===== src/rtl/conf_mac_seq_ctrl.sv =====
// conf_mac_seq_ctrl: sequencer that owns the accumulator and streams operand pairs through an external flop-free MAC
//
// Streams len operand pairs through the external MAC. Each MAC result becomes the next accumulator value.
// The final accumulator is presented on a valid/ready result port.
//
// Optional feature: define CONF_MAC_SEQ_OVF_EN to add the sticky unsigned-wrap flag output ovf.
//
// Ports:
//   clk        rising-edge clock
//   rst        asynchronous active-low reset (0 = reset)
//   start      command pulse, honoured only in IDLE; len and acc_init are latched with it
//   len        element count (0 goes straight to DONE)
//   acc_init   accumulator seed
//   abort      synchronous cancel; wins over every other event and returns to IDLE
//   in_valid   operand pair valid
//   in_ready   operand pair ready (RUN only)
//   in_a/in_b  operand pair
//   mac_a/b/c  MAC inputs; a/b forward the operands in RUN, c always carries the accumulator
//   mac_d      MAC result
//   res_valid  result valid (DONE only)
//   res_ready  result consumer ready
//   res_data   accumulator value
//   ovf        (CONF_MAC_SEQ_OVF_EN) sticky wrap flag for the current command
//   busy       high whenever not IDLE
module conf_mac_seq_ctrl #(
    parameter int DATA_PATH_BITWIDTH = 16,
    parameter int LEN_BITWIDTH       = 8
) (
    input  logic                          clk,
    input  logic                          rst,
    input  logic                          start,
    input  logic [LEN_BITWIDTH-1:0]       len,
    input  logic [DATA_PATH_BITWIDTH-1:0] acc_init,
    input  logic                          abort,
    input  logic                          in_valid,
    output logic                          in_ready,
    input  logic [DATA_PATH_BITWIDTH-1:0] in_a,
    input  logic [DATA_PATH_BITWIDTH-1:0] in_b,
    output logic [DATA_PATH_BITWIDTH-1:0] mac_a,
    output logic [DATA_PATH_BITWIDTH-1:0] mac_b,
    output logic [DATA_PATH_BITWIDTH-1:0] mac_c,
    input  logic [DATA_PATH_BITWIDTH-1:0] mac_d,
    output logic                          res_valid,
    input  logic                          res_ready,
    output logic [DATA_PATH_BITWIDTH-1:0] res_data,
`ifdef CONF_MAC_SEQ_OVF_EN
    output logic                          ovf,
`endif
    output logic                          busy
);
    typedef enum logic [1:0] {IDLE, RUN, DONE} state_t;
    localparam logic [LEN_BITWIDTH-1:0] CNT_ONE = LEN_BITWIDTH'(1);
    state_t                          state_q, state_d;
    logic [DATA_PATH_BITWIDTH-1:0]   acc_q, acc_d;
    logic [LEN_BITWIDTH-1:0]         cnt_q, cnt_d;
    logic [LEN_BITWIDTH-1:0]         len_q, len_d;
    logic                            run;
    logic                            accept;
    logic                            last;
    assign run    = state_q == RUN;
    // An accept coinciding with abort is discarded.
    assign accept = run && in_valid && !abort;
    // cnt never wraps: the command terminates on the len_q-1 accept.
    assign last   = cnt_q == len_q - CNT_ONE;
    always_comb begin
        state_d = state_q;
        acc_d   = acc_q;
        cnt_d   = cnt_q;
        len_d   = len_q;
        if (abort) begin
            state_d = IDLE;
        end else begin
            case (state_q)
                IDLE: if (start) begin
                    len_d   = len;
                    acc_d   = acc_init;
                    cnt_d   = '0;
                    state_d = (len == '0) ? DONE : RUN;
                end
                RUN: if (in_valid) begin
                    acc_d   = mac_d;
                    cnt_d   = cnt_q + CNT_ONE;
                    state_d = last ? DONE : RUN;
                end
                DONE:    state_d = res_ready ? IDLE : DONE;
                default: state_d = IDLE;
            endcase
        end
    end
    always_ff @(posedge clk or negedge rst) begin
        if (!rst) begin
            state_q <= IDLE;
            acc_q   <= '0;
            cnt_q   <= '0;
            len_q   <= '0;
        end else begin
            state_q <= state_d;
            acc_q   <= acc_d;
            cnt_q   <= cnt_d;
            len_q   <= len_d;
        end
    end
    assign in_ready  = run;
    assign res_valid = state_q == DONE;
    assign busy      = state_q != IDLE;
    assign res_data  = acc_q;
    assign mac_a     = run ? in_a : '0;
    assign mac_b     = run ? in_b : '0;
    assign mac_c     = acc_q;
`ifdef CONF_MAC_SEQ_OVF_EN
    logic ovf_q, ovf_d;
    // Unsigned wrap shows up as the MAC result falling below its c input.
    always_comb begin
        ovf_d = ovf_q;
        if (abort || (state_q == IDLE && start)) ovf_d = 1'b0;
        else if (accept && mac_d < acc_q) ovf_d = 1'b1;
    end
    always_ff @(posedge clk or negedge rst) begin
        if (!rst) ovf_q <= 1'b0;
        else ovf_q <= ovf_d;
    end
    assign ovf = ovf_q;
`endif
endmodule


===== config.mk =====
export PLATFORM = sky130hd
export DESIGN_NAME = conf_mac_seq_ctrl
export DESIGN_NICKNAME = d
export VERILOG_FILES = /design/src/rtl/conf_mac_seq_ctrl.sv
export SDC_FILE = /design/constraint.sdc
export NUM_CORES = 1
export LEC_CHECK = 0
export CAP_MARGIN = 20
export CORE_UTILIZATION = 36
export CTS_BUF_LIST = sky130_fd_sc_hd__clkbuf_4 sky130_fd_sc_hd__clkbuf_8 sky130_fd_sc_hd__clkbuf_16
export DETAILED_ROUTE_END_ITERATION = 12
export GPL_TIMING_DRIVEN = 0
export PLACE_DENSITY = 0.79
export REMOVE_ABC_BUFFERS = 1
export SLEW_MARGIN = 20
export SYNTH_ARGS = -nofsm -noshare
export SYNTH_HDL_FRONTEND = slang
export SYNTH_SLANG_ARGS = --single-unit

===== constraint.sdc =====
create_clock -name clk -period 2.05 [get_ports clk]
set_clock_uncertainty 0.15 [all_clocks]
set_input_delay 0.41 -clock clk [delete_from_list [all_inputs] [get_ports clk]]
set_output_delay 0.41 -clock clk [all_outputs]
set_load 0.02 [all_outputs]

* Word-level counts from Yosys, hierarchy flattened *
Cells that the tools add are included.
W data, S select, Z words.

storage, ports and cells
  flip-flop bits (word level) = 34
  logic and storage cells = 36

operators by class
  $add $sub $neg = 2
  eq/ne operators = 7
  multiplexer cells = 15
  bitwise gates (word level) = 1
  reduce and logical (&&, ||, !) cells = 7

operator list
  cell                   count
  $mux W16               4
  $pmux W16 S2           1
  $mux W8                2
  $pmux W8 S2            1
  $mux W2                6
  $add A8 B1 Y8 const B  1
  $eq A8 B8 Y1           1
  $logic_not A8 Y1       1
  $sub A8 B1 Y8 const B  1
  $ne A3 B3 Y1 const B   2
  $pmux W2 S3            1
  $ne A2 B2 Y1 const B   2
  $reduce_and A4 Y1      1
  $reduce_bool A2 Y1     2
  $reduce_and A3 Y1      1
  $eq A2 B1 Y1 const B   1
  $eq A2 B2 Y1 const B   1
  $logic_not A2 Y1       1
  $reduce_and A2 Y1      1
  $not A1 Y1             1

* Depth between registers and ports, before layout *
  word-level depth = 6
  gate-level depth with buffers = 7
  mapped depth without buffers = 7

* Worst setup path after synthesis *
Ideal clock, no wire load.

  path kind = register to output
  start point = reg state_q[1]
  end point = out mac_b[10]
  arrival time = 1.426 ns
  slack = 0.064 ns
  stages on the path, launching flop included = 6
  cell sequence = dfrtp_1 > clkbuf_1 > nor2b_1 > clkbuf_1 > clkbuf_1 > and2_1

on the way
  word-level cells in the longest chain between the ends = 2

ends and longest elaborated chain
  what                    RTL line  RTL
  from (decl)             53        state_t state_q, state_d;
  from (signal assigned)  97        state_q <= state_d;
  $eq A2 B1 Y1            60        assign run = state_q == RUN;
  net in_ready            36        output logic in_ready,
  $mux W16                108       assign mac_b = run ? in_b : '0;
  to (decl)               40        output logic [DATA_PATH_BITWIDTH-1:0] mac_b,

The timed path passes the listed nets, and every way through them passes these cells.

* Worst setup path after layout *
  start point = reg len_q[1]
  end point = reg state_q[0]

on the way
  word-level cells in the longest chain between the ends = 6

ends and longest elaborated chain
  what                    RTL line  RTL
  from (decl)             56        logic [LEN_BITWIDTH-1:0] len_q, len_d;
  from (signal assigned)  100       len_q <= len_d;
  $sub A8 B1 Y8           64        assign last = cnt_q == len_q - CNT_ONE;
  $eq A8 B8 Y1            64
  $mux W2                 83        state_d = last ? DONE : RUN;
  $mux W2                 80        RUN: if (in_valid) begin
  $pmux W2 S3             73        case (state_q)
  $mux W2                 70        if (abort) begin

Every way passes these cells. The select of a mux whose other input is x is not followed.
A chain may end at the register's enable or synchronous reset.

==> results.md <==
* Status: finished, final reports clean
* Antenna diodes at 0
* Final-report hold violation count at 0
* Die height at 79.6 um
* Post-DP HPWL at 5.46 mm
* Final TNS setup at 0 ns
* Core area at 5640 um^2
* Clock Tree Buf Depth at 2
* Register-to-Register Path Depth at 7
* Number of global-route vias before repair at 2153
* WL final at 7.57 mm
* Reg clk slew, reported paths at 0.06 ns
* Initial drt markers at about 110
* Type of the tightest min-delay check: input port to flop
* First-pass GRT wire length at ~11 mm
* Crit path launch type: flop
* Largest net degree at the start of global routing at 39
* Final Cycle Share at 99.5%
* Seq cells post-synth at 34
* Initial antenna violation count at 0
* Fmax at 490 MHz
* WHS at 0.339 ns
* FF-to-FF End: state_q[0]
* Area added between synthesis and finish at 78.7%
* CTS tree: done
* Place WS at -0.567 ns
* WS Path Type: flop to flop
* Initial Util at a little under two fifths
* R2R Setup Slk at 0.01 ns
* Routed via count at 2222
* RSZ-0062 raised after global routing: true
* Setup Viol. Count Final at 0
* DR pass1 iterations at 4
* Crit path arrival time at 2.07 ns
* Final worst path period need at approximately 2 ns
* Final ANT Viol Nets at 0
* Worst Hold Launch: in_valid
* Distinct cells, synth at 38
* Detailed-route DRC error count at 0
* Reg-to-Reg Start: len_q[1]
* Hold Path End: state_q[0]
* Row cnt at 27
* Cts bufs inserted at 5
* Req. time, crit path at between 2 and 2.5 ns
* WL per Instance at 16.7 um
* Mapped cell area at 2170 um^2
* Clk sinks at 34
* CP max FO at 4
* IO Port Bufs at 144
* Final-stage net count at 462
* Die area at 6330 um^2
* Pwr Density at 937 nW/um^2
* Leak Pwr at 1.69 nW
* Power Total at 3.63 mW
* Worst Tran Pin Value at 0.640 ns
* Top post-synthesis cells by area: dfrtp_1 39%, and2_1 9.2%, mux2i_1 7.9%
* Max_slew headroom at 57.2%
* GRT Residual Overflow at 0
* Clk_lat worst skew at 0.30 ns
* Top cell type's share of synthesized area at 39.3%
* Seq/Total Area, Yosys at 39.3%
* Final WS setup at 0.0109 ns
* Horiz. Die Dim at 79.6 um
* Vias/cell at 4.89
* RD Place Congestion at between 0.8 and 0.9
* Clock Tree Root: clkbuf_8
* Yosys warning count at 0
* VDD IR max at 0.641 mV
* Post-synthesis cell count at between 200 and 250
* Crit. End Element: flop
* Layout cells sized above 1 at 24.3%
* Max Cap Violations at 0
* GRT Total Usage at about a quarter
* Io pins at between 100 and 150
* Pins Over Slew Limit at 0
* Synth Area per Inst at ~8.9 um^2
* Max H-tree Level at 2
* Synth area leader: dfrtp_1
* Hold Path Cell Cnt at 2
area by class of cell:
class / instances / area [um^2]
clock buffers: 5 / 68.8
clock inverters: 2 / 10.0
fillers: 437 / 1770
inverters: 4 / 15.0
multi-input cells: 178 / 1270
flip-flops and latches: 34 / 855
well taps: 72 / 90.1
repair buffers: 159 / 1570
how the worst max path moves through the flow:
stage,startpoint,to,slack [ns],cells after the start
5_1_grt,len_q[1],state_q[1],-0.06,7
2_1_floorplan,state_q[1],state_q[0],-1.40,4
3_5_place_dp,in_valid,cnt_q[5],-0.57,6
6_report,len_q[1],state_q[0],0.01,7
4_1_cts,state_q[0],mac_b[15],-0.06,4
3_3_place_gp,state_q[1],mac_a[10],-2.55,3
flip-flops by register name, indices dropped and copies added (netlist names):
register  cells
state_q       2
len_q         8
mac_c        16
cnt_q         8
cells in the mapped netlist (all sizes together):
cell type  number
clkbuf          9
a211o           1
ha              2
xor2            6
inv             4
o2111ai         1
nand3           4
xnor2           6
nor3b           1
o221ai          1
or4             1
or3             3
and3            1
o21ai          23
a31oi           1
nor2           11
buf            19
nand2          29
mux2            6
nor3            5
a21oi           2
nor2b           6
nor4            3
or2             1
nand4b          1
nand4           3
o31ai           2
nand2b          2
a21boi          1
a41o            1
mux2i          17
and2           33
o211ai          2
dfrtp          34
power by group:
group	internal (mW)	leakage, nW	switching, mW
sequential	0.857	0.426	0.218
combinational	1.08	1.22	0.997
clock	0.228	0.0438	0.246
per-layer routing:
| layer | part of all wire, % | global-route usage [%] | wire length, um |
|---|---|---|---|
| met5 | 0 | 0 | 0 |
| met4 | 2.2 | 7.45 | 165 |
| met3 | 6.7 | 6.17 | 510 |
| met2 | 52 | 41.3 | 3930 |
| met1 | 39 | 27.4 | 2960 |
timing repair:
action | in CTS | in global routing
setup buffers | 9 | 3
hold buffers | 1 | 0
endpoints found under the hold margin | 8 | 0
endpoints found under the setup margin | 48 | 32
pin swaps | 3 | 9
gates cloned | 2 | 0
gates resized for setup | 146 | 56
cell families after synthesis:
| kind of cell | share of synthesized area (%) |
|---|---|
| muxes | 11.0 |
| buffers and inverters | 8.49 |
| AOI/OAI and AO/OA | 9.53 |
| and+or+nand+nor | 25.7 |
| xor gates and xnor gates | 4.85 |
| DFF | 39.3 |
| adders and majority gates | 1.16 |
through the flow:
stage	cell area (um^2)	std cells	util, %
finish	3870	454	68.6
CTS	3670	451	65.1
detailed placement	3580	432	63.4
global route	3870	454	68.6
global placement	3530	430	62.5
floorplan	2000	214	-
placed cells by master (no fill, tap or decap), drive strengths merged, types with 2 or more instances in the layout:
master / instances
nand2b: 2
dlygate4sd2: 3
dfrtp: 34
nand4: 3
clkdlybuf4s50: 106
dlymetal6s2s: 2
xor2: 6
mux2: 6
buf: 47
and2: 33
a21oi: 2
clkinv: 2
mux2i: 17
nand3: 4
xnor2: 6
nor4: 3
inv: 4
ha: 2
o21ai: 23
nor2: 11
or3: 3
nand2: 29
o211ai: 2
nor2b: 8
o31ai: 2
nor3: 5
clkbuf: 5
worst max-delay path, cell delays in order (launching register included):
cell	delay, ns
dfrtp_1	0.41
inv_1	0.08
ha_2	0.18
nor3b_2	0.17
or3_1	0.34
a31oi_2	0.22
o2111ai_2	0.15
a41o_2	0.23
Power figures use the tool's default switching activity.
